$ cat config.mk
export PLATFORM = sky130hd
export DESIGN_NAME = lsu_req_ctrl
export DESIGN_NICKNAME = d
export VERILOG_FILES = /design/src/rtl/lsu_req_ctrl_pkg.sv /design/src/rtl/lsu_data_align.sv /design/src/rtl/lsu_req_ctrl.sv
export SDC_FILE = /design/constraint.sdc
export NUM_CORES = 1
export LEC_CHECK = 0
export BUFFER_PORTS_ARGS = -buffer_cell sky130_fd_sc_hd__buf_2
export CAP_MARGIN = 0
export CORE_UTILIZATION = 45
export CTS_BUF_LIST = sky130_fd_sc_hd__clkbuf_16
export CTS_CLUSTER_DIAMETER = 60
export DETAILED_ROUTE_END_ITERATION = 8
export MAX_ROUTING_LAYER = met4
export PLACE_DENSITY = 0.75
export SLEW_MARGIN = 5
export SYNTH_ARGS = -nofsm -noshare
export SYNTH_HDL_FRONTEND = slang
export SYNTH_SLANG_ARGS = --single-unit
$ cat constraint.sdc
create_clock -name clk -period 2.7 [get_ports clk]
set_input_delay 0.675 -clock clk [delete_from_list [all_inputs] [get_ports clk]]
set_output_delay 0.675 -clock clk [all_outputs]
set_load 0.005 [all_outputs]
$ cat src/rtl/lsu_req_ctrl_pkg.sv
// Shared encodings for the load/store request controller: access widths,
// FSM states, address-map/timeout defaults and the alignment rule.
package lsu_req_ctrl_pkg;

    localparam logic [1:0]  MEM_W_BYTE = 2'b00;
    localparam logic [1:0]  MEM_W_HALF = 2'b01;
    localparam logic [1:0]  MEM_W_WORD = 2'b10;

    localparam logic [31:0] BUS_BASE_DEFAULT    = 32'h2000_0000;
    localparam logic [7:0]  BUS_TIMEOUT_DEFAULT = 8'd255;

    typedef enum logic [1:0] {
        ST_IDLE     = 2'd0,
        ST_DC_WAIT  = 2'd1,
        ST_BUS_WAIT = 2'd2,
        ST_RESP     = 2'd3
    } lsu_state_e;

    // Width 2'b11 falls into the default arm and is aligned like a word.
    function automatic logic is_misaligned(input logic [1:0] width, input logic [1:0] off);
        case (width)
            MEM_W_BYTE: is_misaligned = 1'b0;
            MEM_W_HALF: is_misaligned = off[0];
            default:    is_misaligned = (off != 2'b00);
        endcase
    endfunction

endpackage

$ cat src/rtl/lsu_data_align.sv
// Combinational lane logic: load lane extract + sign/zero extend, store
// replicate + byte strobe generation.
module lsu_data_align
    import lsu_req_ctrl_pkg::*;
(
    input  logic [1:0]  ld_off_i,
    input  logic [1:0]  ld_width_i,
    input  logic        ld_unsigned_i,
    input  logic [31:0] ld_word_i,
    output logic [31:0] ld_data_o,
    input  logic [1:0]  st_off_i,
    input  logic [1:0]  st_width_i,
    input  logic [31:0] st_data_i,
    output logic [31:0] st_data_o,
    output logic [3:0]  st_strb_o
);

    logic [7:0]  lane_b;
    logic [15:0] lane_h;

    always_comb begin
        lane_b = ld_word_i[8*ld_off_i +: 8];
        lane_h = ld_off_i[1] ? ld_word_i[31:16] : ld_word_i[15:0];
        case (ld_width_i)
            MEM_W_BYTE: ld_data_o = {{24{~ld_unsigned_i & lane_b[7]}}, lane_b};
            MEM_W_HALF: ld_data_o = {{16{~ld_unsigned_i & lane_h[15]}}, lane_h};
            default:    ld_data_o = ld_word_i;
        endcase
    end

    always_comb begin
        case (st_width_i)
            MEM_W_BYTE: begin
                st_data_o = {4{st_data_i[7:0]}};
                st_strb_o = 4'b0001 << st_off_i;
            end
            MEM_W_HALF: begin
                st_data_o = {2{st_data_i[15:0]}};
                st_strb_o = 4'b0011 << st_off_i;
            end
            default: begin
                st_data_o = st_data_i;
                st_strb_o = 4'b1111;
            end
        endcase
    end

endmodule

$ cat src/rtl/lsu_req_ctrl.sv
// LSU request FSM: routes aligned ops to Dcache or bus, holds the pipeline
// until ready/ack/timeout, then returns one RESP cycle with extended load data.
module lsu_req_ctrl
    import lsu_req_ctrl_pkg::*;
#(
    parameter logic [31:0] BUS_BASE    = BUS_BASE_DEFAULT,
    parameter logic [7:0]  BUS_TIMEOUT = BUS_TIMEOUT_DEFAULT
) (
    input  logic        clk,
    input  logic        rst_n,
    input  logic        ex_mtype_i,
    input  logic        ex_mem_rw_i,
    input  logic [31:0] ex_mem_addr_i,
    input  logic [1:0]  ex_mem_width_i,
    input  logic [31:0] ex_mem_wr_data_i,
    input  logic        ex_mem_rdtype_i,
    input  logic        flush_i,
    output logic        dc_req_o,
    output logic        dc_rw_o,
    output logic [31:0] dc_addr_o,
    output logic [31:0] dc_wdata_o,
    output logic [3:0]  dc_wstrb_o,
    input  logic        dc_ready_i,
    input  logic [31:0] dc_rdata_i,
    output logic        bus_req_o,
    output logic        bus_rw_o,
    output logic [31:0] bus_addr_o,
    output logic [31:0] bus_wdata_o,
    output logic [3:0]  bus_wstrb_o,
    input  logic        bus_ack_i,
    input  logic        bus_err_i,
    input  logic [31:0] bus_rdata_i,
    output logic        lsu_stall_o,
    output logic        lsu_valid_o,
    output logic [31:0] lsu_rdata_o,
    output logic        lsu_misalign_o,
    output logic        lsu_err_o
);

    lsu_state_e  state_q, state_d;
    logic        rw_q, rw_d;
    logic [31:0] addr_q, addr_d;
    logic [31:0] wdata_q, wdata_d;
    logic [3:0]  wstrb_q, wstrb_d;
    logic [1:0]  width_q, width_d;
    logic        rdtype_q, rdtype_d;
    logic        drop_q, drop_d;
    logic        err_q, err_d;
    logic [31:0] rdata_q, rdata_d;
    logic [7:0]  cnt_q, cnt_d;

    logic        op_vld;
    logic        op_misal;
    logic [31:0] ld_data;
    logic [31:0] st_data;
    logic [3:0]  st_strb;

    // Gated by rst_n so a held op cannot raise stall/misalign while in reset.
    assign op_vld   = rst_n & ex_mtype_i & ~flush_i;
    assign op_misal = is_misaligned(ex_mem_width_i, ex_mem_addr_i[1:0]);

    lsu_data_align u_align (
        .ld_off_i      (addr_q[1:0]),
        .ld_width_i    (width_q),
        .ld_unsigned_i (rdtype_q),
        .ld_word_i     (rdata_q),
        .ld_data_o     (ld_data),
        .st_off_i      (ex_mem_addr_i[1:0]),
        .st_width_i    (ex_mem_width_i),
        .st_data_i     (ex_mem_wr_data_i),
        .st_data_o     (st_data),
        .st_strb_o     (st_strb)
    );

    always_comb begin
        state_d  = state_q;
        rw_d     = rw_q;
        addr_d   = addr_q;
        wdata_d  = wdata_q;
        wstrb_d  = wstrb_q;
        width_d  = width_q;
        rdtype_d = rdtype_q;
        drop_d   = drop_q;
        err_d    = err_q;
        rdata_d  = rdata_q;
        cnt_d    = cnt_q;

        dc_req_o       = 1'b0;
        dc_rw_o        = 1'b0;
        dc_addr_o      = '0;
        dc_wdata_o     = '0;
        dc_wstrb_o     = '0;
        bus_req_o      = 1'b0;
        bus_rw_o       = 1'b0;
        bus_addr_o     = '0;
        bus_wdata_o    = '0;
        bus_wstrb_o    = '0;
        lsu_stall_o    = 1'b0;
        lsu_valid_o    = 1'b0;
        lsu_rdata_o    = '0;
        lsu_misalign_o = 1'b0;
        lsu_err_o      = 1'b0;

        case (state_q)
            ST_IDLE: begin
                if (op_vld && op_misal) begin
                    lsu_valid_o    = 1'b1;
                    lsu_misalign_o = 1'b1;
                end else if (op_vld) begin
                    lsu_stall_o = 1'b1;
                    rw_d        = ex_mem_rw_i;
                    addr_d      = ex_mem_addr_i;
                    wdata_d     = st_data;
                    wstrb_d     = st_strb;
                    width_d     = ex_mem_width_i;
                    rdtype_d    = ex_mem_rdtype_i;
                    drop_d      = 1'b0;
                    err_d       = 1'b0;
                    rdata_d     = '0;
                    cnt_d       = '0;
                    state_d     = (ex_mem_addr_i < BUS_BASE) ? ST_DC_WAIT : ST_BUS_WAIT;
                end
            end
            ST_DC_WAIT: begin
                lsu_stall_o = 1'b1;
                dc_req_o    = 1'b1;
                dc_rw_o     = rw_q;
                dc_addr_o   = addr_q;
                dc_wdata_o  = wdata_q;
                dc_wstrb_o  = wstrb_q;
                if (flush_i) drop_d = 1'b1;
                if (dc_ready_i) begin
                    rdata_d = dc_rdata_i;
                    state_d = ST_RESP;
                end
            end
            ST_BUS_WAIT: begin
                lsu_stall_o = 1'b1;
                bus_req_o   = (cnt_q == 8'd0);
                bus_rw_o    = rw_q;
                bus_addr_o  = addr_q;
                bus_wdata_o = wdata_q;
                bus_wstrb_o = wstrb_q;
                if (flush_i) drop_d = 1'b1;
                if (bus_ack_i || bus_err_i) begin
                    err_d   = bus_err_i;
                    if (!bus_err_i) rdata_d = bus_rdata_i;
                    state_d = ST_RESP;
                end else if ((cnt_q + 8'd1) == BUS_TIMEOUT) begin
                    err_d   = 1'b1;
                    state_d = ST_RESP;
                end else begin
                    cnt_d = cnt_q + 8'd1;
                end
            end
            ST_RESP: begin
                lsu_valid_o = ~drop_q;
                lsu_err_o   = err_q & ~drop_q;
                lsu_rdata_o = (~rw_q & ~err_q & ~drop_q) ? ld_data : 32'd0;
                state_d     = ST_IDLE;
            end
            default: state_d = ST_IDLE;
        endcase
    end

    always_ff @(posedge clk) begin
        if (!rst_n) begin
            state_q  <= ST_IDLE;
            rw_q     <= 1'b0;
            addr_q   <= '0;
            wdata_q  <= '0;
            wstrb_q  <= '0;
            width_q  <= '0;
            rdtype_q <= 1'b0;
            drop_q   <= 1'b0;
            err_q    <= 1'b0;
            rdata_q  <= '0;
            cnt_q    <= '0;
        end else begin
            state_q  <= state_d;
            rw_q     <= rw_d;
            addr_q   <= addr_d;
            wdata_q  <= wdata_d;
            wstrb_q  <= wstrb_d;
            width_q  <= width_d;
            rdtype_q <= rdtype_d;
            drop_q   <= drop_d;
            err_q    <= err_d;
            rdata_q  <= rdata_d;
            cnt_q    <= cnt_d;
        end
    end

endmodule

==> summary.md <==
| Metric | Value |
|---|---|
| Endpoints failing hold | `0` |
| Met1 usage | `34.3%` |
| Non-Filler Instances | `1410` |
| Commonest non-fill, non-tap cell in the layout | `buf_2` |
| Pin count of the biggest net entering global routing | `106` |
| Synthesized netlist net count | `1069` |
| Vias in the first global route | `6958` |
| Final WS setup | `-0.0749 ns` |
| ANT nets after route | `0` |
| Pwr dens | `588 nW/µm²` |
| Die width | `125 µm` |
| Port Buffers | `314` |
| Post-layout instance area | `9320 µm²` |
| Root Buffer | `clkbuf_16` |
| Util after Layout | `63.9%` |
| GR Overflow Total | `0` |
| Via-to-Cell Ratio | `5.42` |
| Register area share after synthesis | `34.3%` |
| Global route hottest layer | `met2` |
| CP arrival | `2.10 ns` |
| Failing checks | `setup timing` |
| Die area | `15600 µm²` |
| Clk_skew | `0.0134 ns` |
| Clock sink count | `116` |
| Post-Route WL | `23000 µm` |
| Syn Inst Count | `922` |
| Worst-skew pair later-pin latency | `0.43 ns` |
| Worst slew pin tran | `0.525 ns` |
| Vias after detailed routing | `7637` |
| CP Class | `reg -> out` |
| Tmin final | `2.77 ns` |
| Synth Warn # | `0` |
| Placed cell areas | `8530 µm²` |
| Area delta synth->final | `37.5%` |
| Final Power | `5.47 mW` |
| Worst-path clk slew | `0.05 ns` |
| GR met3 Demand/Resource | `5.88%` |
| Mean Syn Cell Area | `7.35 µm²` |
| Netlist cell types | `57` |
| DRC violations left | `0` |
| GRT Total Usage | `29.4%` |
| RSZ-0062 raised after global routing | `yes` |
| TNS Setup | `-0.158 ns` |
| Cell total after placement | `1370` |
| CP startpoint kind | `flip-flop` |
| Pre-CTS setup slack | `0.200 ns` |
| Slew headroom | `64.9%` |
| Mapped cell area | `6780 µm²` |
| # IOs | `315` |
| Req. time, crit path | `2.03 ns` |
| Initial antenna violation count | `1` |
| First-pass GRT wire length | `35600 µm` |
| Most used DFF post-synth | `dfxtp_1` |
| Die Ht | `125 µm` |
| EDFF count, synth | `0` |
| Hold slack | `0.453 ns` |
| Worst setup EP type | `primary output` |
| Row cnt | `44` |
| Hpwl dp | `16300 µm` |
| Hold Buf Count CTS | `0` |
| Final Max Slew Viols | `0` |
| Asr flop ratio synth | `0%` |
| Drt pass-1 iters | `7` |
| Total CTS buffers | `17` |
| Tcrit/Tclk final | `103%` |
| Starting density of the core | `46.4%` |
| TritonCTS clock tree | `yes` |
| Reported max-cap violation count | `0` |
| Layout Nets | `1359` |
| Yosys reg bits | `116` |
| Wirelength per Cell | `16.3 µm` |
| Commonest non-fill, non-tap cells in the layout | `314 x buf_2, 163 x nand2_1, 138 x and2_1` |
| Iter 0 DRT Violations | `559` |
| Core area | `14600 µm²` |
| LEAKAGE | `4.25 nW` |
| Filler Cell Count | `1344` |
| Layout cells sized above 1 | `35.2%` |
| M2 GR Usage | `49.2%` |
| Max Buffers Root-to-Sink | `2` |
| Fmax | `360 MHz` |
| Max VDD drop | `0.453 mV` |
| Hold WC Path Type | `reg -> reg` |
| Crit path max fanout | `8` |
| Max H-tree Level | `4` |
| # setup viols final | `8` |
| Routability congestion estimate | `0.926` |
| Status | `finished, violations left` |
metal layers:
metal	vias to the layer above	share of wire, %
met1	3520	41
li1	3739	-
met5	-	0
met2	339	49
met3	39	6.9
met4	0	2.2
logic make-up after synthesis:
kind of cell	after synthesis	synth area share, %
AO/OA/AOI/OAI	250	24.9
XOR/XNOR	1	0.129
adder cells (fa/ha/maj)	8	1.48
buffers and inverters	126	7.37
flip-flops	116	34.3
multiplexers	12	1.92
AND/OR/NAND/NOR	409	29.9
layout make-up:
type	instances	area [µm²]	area share [%]
multi-input cells	681	4120	44.2
flip-flops and latches	116	2330	25.0
repair buffers	347	1870	20.1
clock buffers	17	425	4.57
well taps	184	230	2.47
inverters	49	185	1.99
clock inverters	15	148	1.58
diodes	1	2.50	0.0269
timing repair:
| item | in CTS | in global routing |
|---|---|---|
| endpoints found under the setup margin | 27 | 50 |
| resized for setup | 17 | 22 |
| setup buffers | 1 | 5 |
| pin swaps | 2 | 3 |
| cloned | 1 | 0 |
cells in the mapped netlist (all sizes together) (4+ instances only):
cell    number  share of area (%)
o221a        7                1.2
dfxtp      116                 34
nand2b       7               0.65
nand3       42                3.1
clkbuf      62                3.4
a22o        40                5.2
nor2        36                2.1
nand2      163                9.0
o21ai       34                2.8
a311oi       8                1.0
mux2i        4               0.59
buf         15                1.2
a21oi      117                8.6
mux2         8                1.3
o32a         7                1.0
a222oi       8                1.2
a221oi       7               0.90
ha           8                1.5
and2       138                 13
inv         48                2.7
sequential cells by signal, summed over array words and instances, names as in the netlist, 2 cells and up:
| register | cells |
|---|---|
| wstrb_q | 4 |
| state_q | 2 |
| rdata_q | 32 |
| cnt_q | 8 |
| width_q | 2 |
| addr_q | 32 |
| wdata_q | 32 |
critical path: stages, from the launching register on:
cell and delay [ns]:
dfxtp_4 0.37, ha_4 0.16, nand2b_4 0.06, or3_4 0.35
a21oi_4 0.23, o21ai_4 0.17, a21oi_1 0.19, buf_2 0.14
power breakdown:
group          switching (mW)  internal [mW]
Sequential             0.0634           1.79
Combinational           0.917          0.496
Clock                   0.791           1.42
path summary, 6_finish.rpt:
kind / start / end / slack, ns / depth (start not counted)
max reg2reg: state_q[0] / cnt_q[3] / 0.44 / 8
max: state_q[1] / lsu_rdata_o[24] / -0.07 / 7
min reg2reg: rdata_q[13] / rdata_q[13] / 0.45 / 2
min: rdata_q[13] / rdata_q[13] / 0.45 / 2
No activity file was read; power rests on OpenSTA's default activity.
